## config.mk

```make
export PLATFORM = sky130hd
export DESIGN_NAME = rally_referee
export DESIGN_NICKNAME = d
export VERILOG_FILES = /design/src/rtl/rally_referee.sv
export SDC_FILE = /design/constraint.sdc
export NUM_CORES = 1
export LEC_CHECK = 0
export BUFFER_PORTS_ARGS = -buffer_cell sky130_fd_sc_hd__buf_2
export CAP_MARGIN = 20
export CORE_MARGIN = 1.5
export CORE_UTILIZATION = 50
export DETAILED_ROUTE_END_ITERATION = 10
export HOLD_SLACK_MARGIN = 0.05
export PLACE_DENSITY = 0.69
export SYNTH_ARGS = -nofsm -noshare
export SYNTH_HDL_FRONTEND = slang
export SYNTH_SLANG_ARGS = --single-unit
```

## constraint.sdc

```tcl
create_clock -name clk -period 6.2 [get_ports clk]
set_input_delay 0.31 -clock clk [delete_from_list [all_inputs] [get_ports clk]]
set_output_delay 0.31 -clock clk [all_outputs]
set_load 0.005 [all_outputs]
```

## src/rtl/rally_referee.sv

```systemverilog
// Rally rule engine: credits touches to sides, detects over-touch and ground faults, keeps score.
// All outputs registered, one clk after the qualifying collision edge; no backpressure (edges outside a live rally are dropped).
module rally_referee #(
  parameter int MAX_TOUCHES  = 3,
  parameter int WIN_SCORE    = 15,
  parameter int NET_POSX     = 512,
  parameter int BALL_SIZE    = 64,
  parameter int GUARD_CYCLES = 16_250_000,
  parameter int HOLD_CYCLES  = 162_500_000
) (
  input  logic        clk,
  input  logic        rst,
  input  logic        pl1_col,
  input  logic        pl2_col,
  input  logic        gnd_col,
  input  logic [11:0] ball_posx,
  input  logic        new_game,
  output logic        last_touch,
  output logic        ovr_touch,
  output logic [2:0]  touch_cnt,
  output logic [4:0]  pl1_score,
  output logic [4:0]  pl2_score,
  output logic        point_pl1,
  output logic        point_pl2,
  output logic        game_over
);

  localparam int GW = (GUARD_CYCLES > 0) ? $clog2(GUARD_CYCLES + 1) : 1;
  localparam int HW = (HOLD_CYCLES > 0) ? $clog2(HOLD_CYCLES + 1) : 1;

  typedef enum logic [1:0] {S_SERVE, S_PLAY, S_HOLD, S_OVER} state_t;

  state_t        r_state;
  logic          r_pl1_d, r_pl2_d, r_gnd_d;
  logic [GW-1:0] r_guard;
  logic [HW-1:0] r_hold;
  logic          r_last, r_ovr, r_pt1, r_pt2, r_over;
  logic [2:0]    r_cnt;
  logic [4:0]    r_s1, r_s2;

  logic        w_pl1_rise, w_pl2_rise, w_gnd_rise;
  logic [12:0] w_center;
  logic        w_side;
  logic        w_in_rally;
  logic        w_touch_ok;
  logic        w_toucher;
  logic [2:0]  w_cnt_next;
  logic        w_fault;
  logic        w_gnd_pt;
  logic        w_award;
  logic        w_winner;
  logic [4:0]  w_win_score;

  assign w_pl1_rise = pl1_col & ~r_pl1_d;
  assign w_pl2_rise = pl2_col & ~r_pl2_d;
  assign w_gnd_rise = gnd_col & ~r_gnd_d;

  // Side is decided from the ball centre; 13 bits so the centre never wraps.
  assign w_center = {1'b0, ball_posx} + 13'(BALL_SIZE / 2);
  assign w_side   = (w_center >= 13'(NET_POSX));

  assign w_in_rally = (r_state == S_SERVE) || (r_state == S_PLAY);
  assign w_gnd_pt   = (r_state == S_PLAY) && w_gnd_rise;
  assign w_touch_ok = w_in_rally && (w_pl1_rise || w_pl2_rise) &&
                      (r_guard == '0) && !w_gnd_pt;
  assign w_toucher  = (w_pl1_rise && w_pl2_rise) ? w_side : w_pl2_rise;

  always_comb begin
    w_cnt_next = 3'd1;
    if ((w_toucher == r_last) && (r_cnt != 3'd0))
      w_cnt_next = (r_cnt == 3'd7) ? 3'd7 : r_cnt + 3'd1;
  end

  assign w_fault     = (r_state == S_PLAY) && (w_cnt_next == 3'(MAX_TOUCHES + 1));
  assign w_award     = w_gnd_pt || (w_touch_ok && w_fault);
  assign w_winner    = w_gnd_pt ? ~w_side : ~w_toucher;
  assign w_win_score = w_winner ? r_s2 + 5'd1 : r_s1 + 5'd1;

  always_ff @(posedge clk or posedge rst) begin
    if (rst) begin
      r_state <= S_SERVE;
      r_pl1_d <= 1'b0;
      r_pl2_d <= 1'b0;
      r_gnd_d <= 1'b0;
      r_guard <= '0;
      r_hold  <= '0;
      r_last  <= 1'b0;
      r_ovr   <= 1'b0;
      r_cnt   <= 3'd0;
      r_s1    <= 5'd0;
      r_s2    <= 5'd0;
      r_pt1   <= 1'b0;
      r_pt2   <= 1'b0;
      r_over  <= 1'b0;
    end else begin
      r_pl1_d <= pl1_col;
      r_pl2_d <= pl2_col;
      r_gnd_d <= gnd_col;
      r_pt1   <= 1'b0;
      r_pt2   <= 1'b0;
      if (r_guard != '0)
        r_guard <= r_guard - GW'(1);

      case (r_state)
        S_SERVE, S_PLAY: begin
          if (w_touch_ok) begin
            r_guard <= GW'(GUARD_CYCLES);
            r_cnt   <= w_cnt_next;
            r_last  <= w_toucher;
            r_state <= S_PLAY;
            if (w_fault)
              r_ovr <= 1'b1;
          end
          // Later assignments override the touch bookkeeping: the winner serves.
          if (w_award) begin
            if (w_winner) begin
              r_s2  <= w_win_score;
              r_pt2 <= 1'b1;
            end else begin
              r_s1  <= w_win_score;
              r_pt1 <= 1'b1;
            end
            r_last <= w_winner;
            if (w_win_score == 5'(WIN_SCORE)) begin
              r_state <= S_OVER;
              r_over  <= 1'b1;
            end else begin
              r_state <= S_HOLD;
              r_hold  <= HW'(HOLD_CYCLES);
            end
          end
        end
        S_HOLD: begin
          if (r_hold == '0) begin
            r_cnt   <= 3'd0;
            r_ovr   <= 1'b0;
            r_guard <= '0;
            r_state <= S_SERVE;
          end else begin
            r_hold <= r_hold - HW'(1);
          end
        end
        S_OVER: begin
          if (new_game) begin
            r_s1    <= 5'd0;
            r_s2    <= 5'd0;
            r_cnt   <= 3'd0;
            r_last  <= 1'b0;
            r_ovr   <= 1'b0;
            r_over  <= 1'b0;
            r_state <= S_SERVE;
          end
        end
        default: r_state <= S_SERVE;
      endcase
    end
  end

  assign last_touch = r_last;
  assign ovr_touch  = r_ovr;
  assign touch_cnt  = r_cnt;
  assign pl1_score  = r_s1;
  assign pl2_score  = r_s2;
  assign point_pl1  = r_pt1;
  assign point_pl2  = r_pt2;
  assign game_over  = r_over;

endmodule

```

* Yosys cells after proc, flatten, opt, wreduce, memory -nomap -nowiden
Index checks and enable logic that the tools add are counted.
Storage, ports and cells: register bits after elaboration 75, input port bits 18, output and inout port bits 18, word-level logic and storage cells 122
Operators by class: add/subtract/negate cells 6, order comparisons 1, equal/unequal tests 18, muxes and demuxes 47, bitwise logic cells 8, reductions and logical operators 28
Operators with widths (count):
- two-way mux 28 bit | 3
- two-way mux 24 bit | 3
- one-hot mux 28 bit (2 select lines) | 1
- one-hot mux 24 bit (2 select lines) | 1
- two-way mux 5 bit | 6
- zero test 28 bit | 1
- subtractor 28 x 1 -> 28 bit (second input constant) | 1
- zero test 24 bit | 1
- nonzero test 24 bit | 1
- subtractor 24 x 1 -> 24 bit (second input constant) | 1
- inequality test 2 bit (second input constant) | 10
- one-hot mux 5 bit (2 select lines) | 2
- AND reduction 4 bit | 5
- two-way mux 1 bit | 17
- two-way mux 3 bit | 5
- adder 12 x 6 -> 13 bit (second input constant) | 1
- >= comparator 13 x 10 -> 1 bit (second input constant) | 1
- adder 5 x 1 -> 5 bit (second input constant) | 2
- one-hot mux 3 bit (3 select lines) | 1
- AND reduction 3 bit | 3
- logical AND 1 bit | 8
- two-way mux 2 bit | 4
- equality test 3 bit (second input constant) | 2
- one-hot mux 2 bit (3 select lines) | 1
- other kinds (16) | 27

* Longest topological paths before layout
Gate-level depths: netlist (run 1).
depth in word-level cells 13, mapped depth 18

* Worst setup path before layout (run 1)
No wires, ideal clock.
path type input-to-reg, from input ball_posx[5], to register r_hold[6], arrival 3.426 ns, data required time 6.081 ns, path slack 2.655 ns, stages 18, cells stage by stage ha_1 -> a31oi_1 -> a41oi_1 -> o32ai_1 -> clkbuf_1 -> inv_1 -> nand2_1 -> nand2_1 -> ha_1 -> clkbuf_1 -> nand3_1 -> xnor2_1 -> nor4_1 -> mux2i_1 -> o211ai_2 -> buf_2 -> a21oi_1 -> nor2_1
On the way: word-level cells in the longest chain between the ends 12, elaborated cells on any way between the ends 18, those cells by class add/sub (1); order compare (1); eq/ne (5); mux (4); bitwise (2); reduce/logical (5)
RTL lines:
- start, declared | RTL line 16 | input logic [11:0] ball_posx,
- adder 12 x 6 -> 13 bit * | RTL line 59 | assign w_center = {1'b0, ball_posx} + 13'(BALL_SIZE / 2);
- >= comparator 13 x 10 -> 1 bit * | RTL line 60 | assign w_side = (w_center >= 13'(NET_POSX));
- two-way mux 1 bit | RTL line 66 | assign w_toucher = (w_pl1_rise && w_pl2_rise) ? w_side : w_pl2_rise;
- equality test 1 bit | RTL line 70 | if ((w_toucher == r_last) && (r_cnt != 3'd0))
- logical AND 1 bit | RTL line 70
- two-way mux 3 bit | RTL line 70
- equality test 3 bit | RTL line 74 | assign w_fault = (r_state == S_PLAY) && (w_cnt_next == 3'(MAX_TOUCHES + 1));
- logical AND 1 bit | RTL line 74
- logical AND 1 bit | RTL line 75 | assign w_award = w_gnd_pt || (w_touch_ok && w_fault);
- logical OR 1 bit | RTL line 75
- inequality test 2 bit (no line)
- AND reduction 4 bit (no line) *
- end signal, assigned | RTL line 129 | r_hold <= HW'(HOLD_CYCLES);
- end signal, assigned | RTL line 140 | r_hold <= r_hold - HW'(1);
- end, declared | RTL line 36 | logic [HW-1:0] r_hold;
Every way passes the cells marked *; elsewhere a longest branch is shown, timed or not. A chain may end at the register's enable or synchronous reset.

* Worst setup path after layout (run 1)
from register r_state[0], to register r_hold[9]
On the way: word-level cells in the longest chain between the ends 9, elaborated cells on any way between the ends 22, those cells by class eq/ne (6); mux (3); reduce/logical (13)
RTL lines:
- start, declared | RTL line 33 | state_t r_state;
- start signal, assigned | RTL line 81 | r_state <= S_SERVE;
- start signal, assigned | RTL line 110 | r_state <= S_PLAY;
- start signal, assigned | RTL line 125 | r_state <= S_OVER;
- branches (longest 9 deep; another with two-way mux 5 bit)
Several ways; the timed one is not identified.

==> run_results.csv, run 1 <==
group,metric,value,unit
outcome,status,"finished clean",
timing,max_freq,0.264,GHz
setup_path,path_buf_inv,2,
floorplan,core-area,8300,um2
synth,synth-simple-area-share,0.247,
synth,synth_fa_ha_area_frac,0.0232,
layout,ff_latch_area,1880,um2
route,dr_total_vias,3551,
setup_path,cp_data_arrival_time,4.02,ns
place,gp_congestion,0.836,
floorplan,std_cell_rows,33,
floorplan,die-area,9190,um2
route,dr.pass1.iters,4,
layout,final_net_count,523,
route,avgRoutedWirePerCell,14.9,um
floorplan,die_height,95.9,um
synth,synth_top_family_by_area,"simple AND/OR/NAND/NOR gates",
setup_path,r2r_slack,2.42,ns
floorplan,boundaryPins,36,
setup_path,end_kind,"flip-flop",
route,routed_wl,9.05,mm
layout,drive_gt1_frac,0.153,
clock_network,htreeDepth,3,
power_and_ir_drop,power.leakage,1.91,nW
synth,ys_seq_area_frac,0.435,
timing,relSlewSlack,0.381,
synth,synth-warning-count,0,
grt,grt_overflow_total,0,
grt,grt_pass1_wl,15.6,mm
setup_path,critPathMaxStageDelay,0.58,ns
hold_path,hold_class,"in2reg",
setup_path,crit_chain,"nand3b_1, o21a_1, o32ai_1, buf_4, mux2_2, ha_1, nand3_1, xnor2_1, nor4_1, mux2i_1, o211ai_2, buf_8, nor3b_1, nor2_1",
grt,grt_start_max_net_pins,40,
route,antenna_left,0,
clock_network,cts_hold_buf,0,
timing,period_share,0.610,
layout,postLayoutCoreUtil,0.571,
synth,synth_seq_cells,75,
setup_path,start_kind,"flip-flop",
timing,finalSetupViolations,0,
place,hpwl,6.31,mm
timing,period_minus_slack,3.78,ns
clock_network,clk_pin_slew_worst_paths,0.08,ns
clock_network,post_cts_buffers,0,
setup_path,r2r-start,"r_state[0]$_DFFE_PP0P_",
layout,filler_cell_count,709,
clock_network,tritoncts,"built",
grt,grt_use_total,0.219,
timing,tightest_slew,0.929,ns
clock_network,clkLatencyLatePin,0.35,ns
synth,synthFlopType,"dfrtp_1",
synth,synthMuxAreaShare,0.0325,
clock_network,cts-resized-gates,0,
timing,timing.final.ws_setup,2.42,ns
grt,antenna_found_initial,0,
place,io_buffers,30,
timing,rsz0062_at_grt,"false",
synth,synth.avg_cell_area,9.16,um2
synth,synthArstFlopShare,1.00,
synth,yosysUniqueCellTypes,63,
timing,setup_tns,0,ns
route,drcViolationCount,0,
setup_path,slowest_stage,"dfrtp_1",
route,drt_iter0_markers,180,
floorplan,die_x,95.9,um
setup_path,required,6.44,ns
clock_network,cts_root_buf,"clkbuf_8",
layout,n_antenna_cell,0,
setup_path,crit_type,"reg2reg",
synth,synth_compound_area_frac,0.174,
run,drv_cap,0,
setup_path,crit_fanout,25,
synth,synth-xor-area-share,0.0609,
setup_path,crit_family,"compound AO/OA/AOI/OAI gates",
place,dp_slack,2.19,ns
floorplan,start_util,0.520,
synth,synth.cell_area,4310,um2
setup_path,startpoint,"r_state[0]$_DFFE_PP0P_",
synth,synthCells,471,
synth,synth_edf_count,0,
route,routed_via_density,5.85,
power_and_ir_drop,ir_drop,0.139,mV
timing,finalHoldViolCount,0,
hold_path,hp-start,"pl1_col",
layout,synthToLayoutAreaGrowth,9.89,%
synth,syn_nets,497,
layout,multiInputGateArea,2320,um2
timing,timing.final.max_slew_violations,0,
grt,grt_pass1_vias,3338,
power_and_ir_drop,p_per_area,185,nW/um2
clock_network,cts_buffers,9,
clock_network,clock-sinks,75,
clock_network,clk_path_buf_depth,2,
timing,worst_clock_skew,0.00940,ns
-- final cells by class --
class                   instances  share of cell area
repair buffers                 33              0.0380
clock buffers                  11              0.0277
inverters                      13              0.0103
well taps                     105              0.0277
flip-flops and latches         75               0.396
clock inverters                 5              0.0113
multi-input cells             365               0.489
-- power breakdown --
group | leakage (nW) | switching (mW) | internal (mW)
combinational | 0.998 | 0.0185 | 0.00806
clock | 0.0971 | 0.176 | 0.185
sequential | 0.817 | 0.000395 | 0.490
total | 1.91 | 0.195 | 0.683
-- cells in the final DEF (no fill, tap or decap), types with 10 or more instances in the layout --
| cell | instances |
|---|---|
| a21oi_1 | 27 |
| buf_2 | 30 |
| dfrtp_1 | 75 |
| inv_1 | 12 |
| nand2_1 | 31 |
| nand2b_1 | 14 |
| nand3_1 | 10 |
| nor2_1 | 51 |
| nor3_1 | 21 |
| nor4_1 | 10 |
| o21ai_0 | 42 |
| xnor2_1 | 20 |
| xor2_1 | 10 |
-- worst register-to-register path, delay by kind of cell (launching register included) --
family	cells	cell delay [ns]
flip-flops	1	0.58
AO/OA/AOI/OAI	3	0.75
multiplexers	2	0.71
AND/OR/NAND/NOR	5	0.67
buffers and inverters	2	0.49
XOR/XNOR	1	0.16
adder cells (fa/ha/maj)	1	0.31
-- cell families (layout without fill, tap and decap cells) --
family | Yosys count | count (layout)
AND/OR/NAND/NOR | 194 | 194
AO/OA/AOI/OAI | 120 | 120
flip-flops | 75 | 75
multiplexers | 13 | 13
XOR/XNOR | 30 | 30
adder cells (fa/ha/maj) | 8 | 8
buffers and inverters | 31 | 62
-- worst paths after layout --
path | end | depth (start not counted)
min in group asynchronous | r_guard[8]$_DFF_PP0_ | 2
worst min-delay path | r_pl1_d$_DFF_PP0_ | 1
max in group asynchronous | r_hold[12]$_DFFE_PP0P_ | 3
worst max register to register | r_hold[9]$_DFFE_PP0P_ | 14
worst min register to register | r_hold[12]$_DFFE_PP0P_ | 1
worst max-delay path | r_hold[9]$_DFFE_PP0P_ | 14
-- sequential cells by signal, summed over array words and instances, names as in the netlist --
signal and cells:
r_hold 28, r_guard 24, pl1_score 5, pl2_score 5, touch_cnt 3, r_state 2, game_over 1, last_touch 1
ovr_touch 1, point_pl1 1, point_pl2 1, r_gnd_d 1, r_pl1_d 1, r_pl2_d 1
-- cell usage after synthesis, drive strengths merged, types with 2 or more instances --
library cell / instances / area (um2)
dfrtp: 75 / 1880
nor2: 52 / 198
o21ai: 46 / 238
nand2: 31 / 116
a21oi: 27 / 135
nor3: 24 / 141
xnor2: 20 / 175
clkbuf: 15 / 56.3
nand2b: 14 / 87.6
inv: 13 / 48.8
nor4: 12 / 96.3
nand3: 10 / 50.1
xor2: 10 / 87.6
nor2b: 9 / 58.8
or3: 9 / 56.3
or4: 9 / 78.8
ha: 8 / 100
mux2: 8 / 90.1
a31oi: 6 / 43.8
and2: 6 / 37.5
o21a: 6 / 45.0
o31ai: 6 / 45.0
mux2i: 5 / 50.1
or2: 5 / 33.8
a21o: 4 / 30.0
nand4: 4 / 25.0
o41ai: 4 / 35.0
a211oi: 3 / 22.5
buf: 3 / 13.8
o211ai: 3 / 27.5
and3: 2 / 12.5
nand3b: 2 / 15.0
nor3b: 2 / 15.0
o31a: 2 / 17.5
-- metrics by stage --
step                area [um2]  power [mW]  std cells  hold WS, ns
global placement          4540       0.526        590        0.433
global route              4740       0.915        607       0.0610
detailed placement        4540       0.527        590        0.439
CTS                       4730       0.887        606       0.0685
finish                    4740       0.878        607       0.0832
floorplan                 4310       0.517        471        0.341
-- routing by layer --
layer	wire (um)	up-vias	global-route usage	share of wire
li1	-	1741	-	-
met1	4320	1747	0.283	0.48
met2	4300	56	0.362	0.47
met3	337	7	0.0569	0.037
met4	95	0	0.0564	0.010
met5	0	-	0	0
(Power assumes the default switching activity.)
==> inputs of run 2 (changes only) <==
clock period = 3.7 ns   (was 6.2 ns; I/O delays follow)
==> run_results.csv, run 2 (synthesis results as in run 1) <==
group,metric,value,unit
setup_path,end_kind,"flip-flop",
clock_network,clk_path_buf_depth,2,
setup_path,r2r-start,"r_gnd_d$_DFF_PP0_",
floorplan,die_height,95.9,um
timing,relSlewSlack,0.480,
power_and_ir_drop,switching_share,0.224,
timing,finalHoldViolCount,0,
layout,final_common_cell,"dfrtp_1",
power_and_ir_drop,switchingPower,315,uW
timing,worst_clock_skew,0.0132,ns
layout,filler_cell_count,734,
layout,drive_gt1_frac,0.166,
grt,antenna_found_initial,0,
layout,final_cell_mix,"75 x dfrtp_1, 51 x nor2_1, 42 x o21ai_0",
floorplan,std_cell_rows,33,
timing,tightest_slew,0.775,ns
timing,period_share,0.920,
power_and_ir_drop,p_comb_frac,0.036,
timing,timing.final.ws_setup,0.295,ns
route,dr_total_vias,3600,
floorplan,die-area,9190,um2
timing,rsz0062_at_grt,"false",
floorplan,core-area,8300,um2
power_and_ir_drop,clkPwrFrac,0.378,
route,routed_wl,9.06,mm
clock_network,tritoncts,"built",
clock_network,cts-resized-gates,0,
setup_path,reg2reg_depth,14,
route,drt_iter0_markers,185,
place,io_buffers,30,
power_and_ir_drop,ir_drop,0.245,mV
timing,finalSetupViolations,0,
floorplan,start_util,0.520,
clock_network,htreeDepth,3,
grt,grt_overflow_total,0,
hold_path,hold_class,"in2async",
grt,grt_pass1_vias,3524,
route,routed_via_density,5.83,
grt,grt_use_total,0.221,
power_and_ir_drop,p_per_area,290,nW/um2
timing,timing.final.max_slew_violations,0,
layout,largest_register,"r_hold",
place,gp_congestion,0.850,
clock_network,clock-sinks,75,
run,drv_cap,0,
outcome,status,"finished clean",
floorplan,die_x,95.9,um
route,dr.pass1.iters,4,
layout,synthToLayoutAreaGrowth,12.0,%
grt,grt_pass1_wl,16.0,mm
setup_path,crit_type,"in2reg",
setup_path,cp_data_arrival_time,3.63,ns
layout,n_antenna_cell,0,
power_and_ir_drop,power.leakage,1.96,nW
power_and_ir_drop,p_seq_frac,0.586,
setup_path,r2r-end,"r_hold[9]$_DFFE_PP0P_",
place,dp_slack,0.300,ns
timing,period_minus_slack,3.41,ns
layout,final_net_count,537,
power_and_ir_drop,intPower,1.09,mW
setup_path,start_kind,"primary input",
layout,largestRegisters,"r_hold x28, r_guard x24",
route,drcViolationCount,0,
clock_network,cts_buffers,9,
place,hpwl,6.46,mm
route,antenna_left,0,
route,avgRoutedWirePerCell,14.7,um
clock_network,clk_pin_slew_worst_paths,0.08,ns
setup_path,r2r_slack,0.34,ns
clock_network,clkLatencyLatePin,0.35,ns
floorplan,boundaryPins,36,
grt,grt_start_max_net_pins,32,
clock_network,cts_root_buf,"clkbuf_8",
timing,setup_tns,0,ns
layout,largest_register_ffs,28,
setup_path,required,3.93,ns
timing,max_freq,0.294,GHz
setup_path,crit_fanout,28,
[run 2: cell count changes in the layout (fill, tap and decap cells not counted), sizes merged]
cell and change:
buf +9, dlygate4sd3 +5, clkinv -2, bufinv -1, clkbuf -1, clkinvlp +1
[run 2: layer usage]
layer  global-route usage  wire, um
met1                0.291      4310
met2                0.367      4390
met3               0.0442       274
met4               0.0686        89
met5                    0         0
[run 2: power by group through the flow]
stage | combinational (mW) | clock (mW) | sequential (mW)
floorplan | 0.0282 | 0 | 0.837
global placement | 0.0457 | 0 | 0.837
detailed placement | 0.0471 | 0 | 0.837
CTS | 0.0511 | 0.549 | 0.821
global route | 0.0578 | 0.580 | 0.821
finish | 0.0501 | 0.530 | 0.822
[run 2: worst max path at each step]
| stage | startpoint | to | slack [ns] | cells past startpoint |
|---|---|---|---|---|
| final | gnd_col | r_hold[9]$_DFFE_PP0P_ | 0.29 | 16 |
| after detailed placement | ball_posx[5] | r_hold[9]$_DFFE_PP0P_ | 0.30 | 16 |
| after global placement | ball_posx[5] | r_hold[9]$_DFFE_PP0P_ | 0.41 | 16 |
| after floorplan | r_gnd_d$_DFF_PP0_ | r_hold[6]$_DFFE_PP0P_ | 0.21 | 17 |
| after CTS | gnd_col | r_hold[9]$_DFFE_PP0P_ | 0.35 | 16 |
| after global routing | gnd_col | r_hold[7]$_DFFE_PP0P_ | 0.07 | 16 |
[run 2: final cells by class]
cell class | instances | area, um2 | area share
timing repair buffer | 47 | 303 | 0.0626
clock inverter | 3 | 17.5 | 0.00362
inverter | 13 | 48.8 | 0.0101
sequential | 75 | 1880 | 0.388
clock buffer | 10 | 138 | 0.0285
multi-input combinational | 365 | 2320 | 0.480
tap | 105 | 131 | 0.0272
[run 2: stage by stage]
stage	util	hold slack, ns	power, mW	std cells	area, um2
finish	0.582	0.335	1.40	618	4830
global route	0.582	0.378	1.46	618	4830
CTS	0.582	0.337	1.42	618	4830
detailed placement	0.558	0.170	0.885	600	4630
global placement	0.558	0.163	0.883	600	4630
floorplan	-	0.216	0.866	471	4310
[run 2: timing repair]
item | in CTS | in global routing
buffers inserted | 0 | 0
endpoints found under the setup margin | 0 | 0
hold buffers | 5 | 0
hold endpoints to repair | 18 | 0
[run 2: critical path, stage by stage]
cell,delay (ns)
dlygate4sd3_1,0.53
buf_2,0.12
nand3b_1,0.11
o21a_1,0.20
o32ai_1,0.27
buf_4,0.26
mux2_2,0.38
ha_1,0.32
nand3_1,0.15
xnor2_1,0.16
nor4_1,0.08
mux2i_1,0.24
o211ai_2,0.16
buf_12,0.19
nor3b_1,0.19
nor2_1,0.07
==> inputs of run 3 (changes only) <==
CTS_BUF_LIST = sky130_fd_sc_hd__clkbuf_8   (was not set)
SETUP_SLACK_MARGIN = 0.1   (was not set)
==> run_results.csv, run 3 (synthesis results as in run 1) <==
group,metric,value,unit
timing,relSlewSlack,0.485,
place,gp_congestion,0.850,
grt,grt_use_met3,0.0442,
timing,period_minus_slack,3.37,ns
route,routed_wl,9.10,mm
floorplan,start_util,0.520,
layout,final_cell_mix,"75 x dfrtp_1, 51 x nor2_1, 42 x o21ai_0",
timing,whs,0.333,ns
layout,final_common_cell,"dfrtp_1",
timing,worst_clock_skew,0.0139,ns
power_and_ir_drop,p_per_area,289,nW/um2
route,dr.pass1.iters,5,
hold_path,hold_class,"in2async",
grt,antenna_found_initial,0,
route,antenna_left,0,
layout,final_net_count,541,
timing,rsz0062_at_grt,"false",
layout,n_antenna_cell,0,
setup_path,required,3.93,ns
power_and_ir_drop,p_comb_frac,0.038,
clock_network,tritoncts,"built",
timing,period_share,0.912,
power_and_ir_drop,ir_drop,0.246,mV
route,avgRoutedWirePerCell,14.6,um
floorplan,die-area,9190,um2
power_and_ir_drop,clkPwrFrac,0.377,
setup_path,cp_data_arrival_time,3.60,ns
place,dp_slack,0.300,ns
timing,timing.final.max_slew_violations,0,
clock_network,cts_root_buf,"clkbuf_8",
setup_path,crit_type,"in2reg",
power_and_ir_drop,switching_share,0.224,
power_and_ir_drop,power.leakage,1.98,nW
outcome,status,"finished clean",
route,drt_iter0_markers,174,
clock_network,cts-resized-gates,0,
layout,largest_register_ffs,28,
clock_network,clk_pin_slew_worst_paths,0.08,ns
layout,drive_gt1_frac,0.172,
setup_path,start_kind,"primary input",
route,drcViolationCount,0,
setup_path,end_kind,"flip-flop",
floorplan,core-area,8300,um2
grt,grt_start_max_net_pins,32,
timing,finalSetupViolations,0,
setup_path,crit_fanout,28,
floorplan,die_height,95.9,um
timing,tightest_slew,0.768,ns
grt,grt_overflow_total,0,
clock_network,clk_path_buf_depth,2,
place,hpwl,6.46,mm
clock_network,cts_buffers,9,
power_and_ir_drop,intPower,1.09,mW
power_and_ir_drop,switchingPower,316,uW
floorplan,std_cell_rows,33,
layout,fin_cells,622,
grt,grt_busiest_layer,"met2",
clock_network,htreeDepth,3,
timing,finalHoldViolCount,0,
floorplan,boundaryPins,36,
place,dp.cells,600,
grt,grt_pass1_wl,16.0,mm
grt,met2_usage,0.367,
grt,grt_pass1_vias,3524,
timing,max_freq,0.296,GHz
place,place_area,4630,um2
route,dr_total_vias,3620,
clock_network,clkLatencyLatePin,0.35,ns
floorplan,die_x,95.9,um
grt,grtUsageMet1,0.291,
place,io_buffers,30,
timing,timing.final.ws_setup,0.325,ns
layout,largest_register,"r_hold",
run,drv_cap,0,
timing,setup_tns,0,ns
power_and_ir_drop,p_seq_frac,0.584,
layout,post-route-cell-area,4860,um2
layout,largestRegisters,"r_hold x28, r_guard x24",
layout,synthToLayoutAreaGrowth,12.7,%
clock_network,clock-sinks,75,
route,routed_via_density,5.82,
grt,grt_use_total,0.221,
run 3: cell types whose count changed in the layout (fill, tap and decap cells not counted), sizes merged:
cell	change
buf	+4
run 3: what timing repair did:
item / in CTS / in global routing
hold endpoints to repair: 18 / 0
setup endpoints to repair: 0 / 3
hold buffers: 5 / 0
buffers inserted: 0 / 4
run 3: stage by stage:
step           utilization  total power [mW]
2_1_floorplan            -             0.866
5_1_grt              0.586              1.46
3_5_place_dp         0.558             0.885
6_report             0.586              1.41
3_3_place_gp         0.558             0.883
4_1_cts              0.582              1.42
run 3: layer usage:
metal / vias up / wire [um]
li1: 1770 / -
met1: 1771 / 4300
met2: 70 / 4420
met3: 9 / 297
met4: 0 / 84
met5: - / 0
run 3: path summary, 6_finish.rpt:
kind / start / endpoint / slack, ns / depth (start not counted)
max: gnd_col / r_hold[9]$_DFFE_PP0P_ / 0.33 / 16
min: rst / r_guard[7]$_DFF_PP0_ / 0.33 / 3
min reg2reg: r_hold[12]$_DFFE_PP0P_ / r_hold[12]$_DFFE_PP0P_ / 0.49 / 1
min in group clk: r_hold[12]$_DFFE_PP0P_ / r_hold[12]$_DFFE_PP0P_ / 0.49 / 1
max in group asynchronous: rst / r_hold[18]$_DFFE_PP0P_ / 2.65 / 4
max reg2reg: r_gnd_d$_DFF_PP0_ / r_hold[9]$_DFFE_PP0P_ / 0.36 / 14
run 3: worst max-delay path, cell delays in order:
cell and delay (ns):
dlygate4sd3_1 0.53, buf_2 0.12, nand3b_1 0.11, o21a_1 0.20, o32ai_1 0.27, buf_4 0.24
mux2_2 0.38, ha_1 0.31, nand3_1 0.15, xnor2_1 0.16, nor4_1 0.08, mux2i_1 0.24
o211ai_2 0.16, buf_12 0.19, nor3b_1 0.19, nor2_1 0.07
run 3: power groups by stage:
stage	clock (mW)	sequential (mW)	combinational [mW]
2_1_floorplan	0	0.837	0.0282
3_3_place_gp	0	0.837	0.0457
3_5_place_dp	0	0.837	0.0471
4_1_cts	0.549	0.821	0.0511
5_1_grt	0.580	0.821	0.0614
6_report	0.530	0.822	0.0537
run 3: cell type report:
type / count / area [um2]
Tap cell: 105 / 131
Clock inverter: 3 / 17.5
Clock buffer: 10 / 138
Sequential cell: 75 / 1880
Fill cell: 731 / 3440
Inverter: 13 / 48.8
Multi-Input combinational cell: 365 / 2320
Timing Repair Buffer: 51 / 333
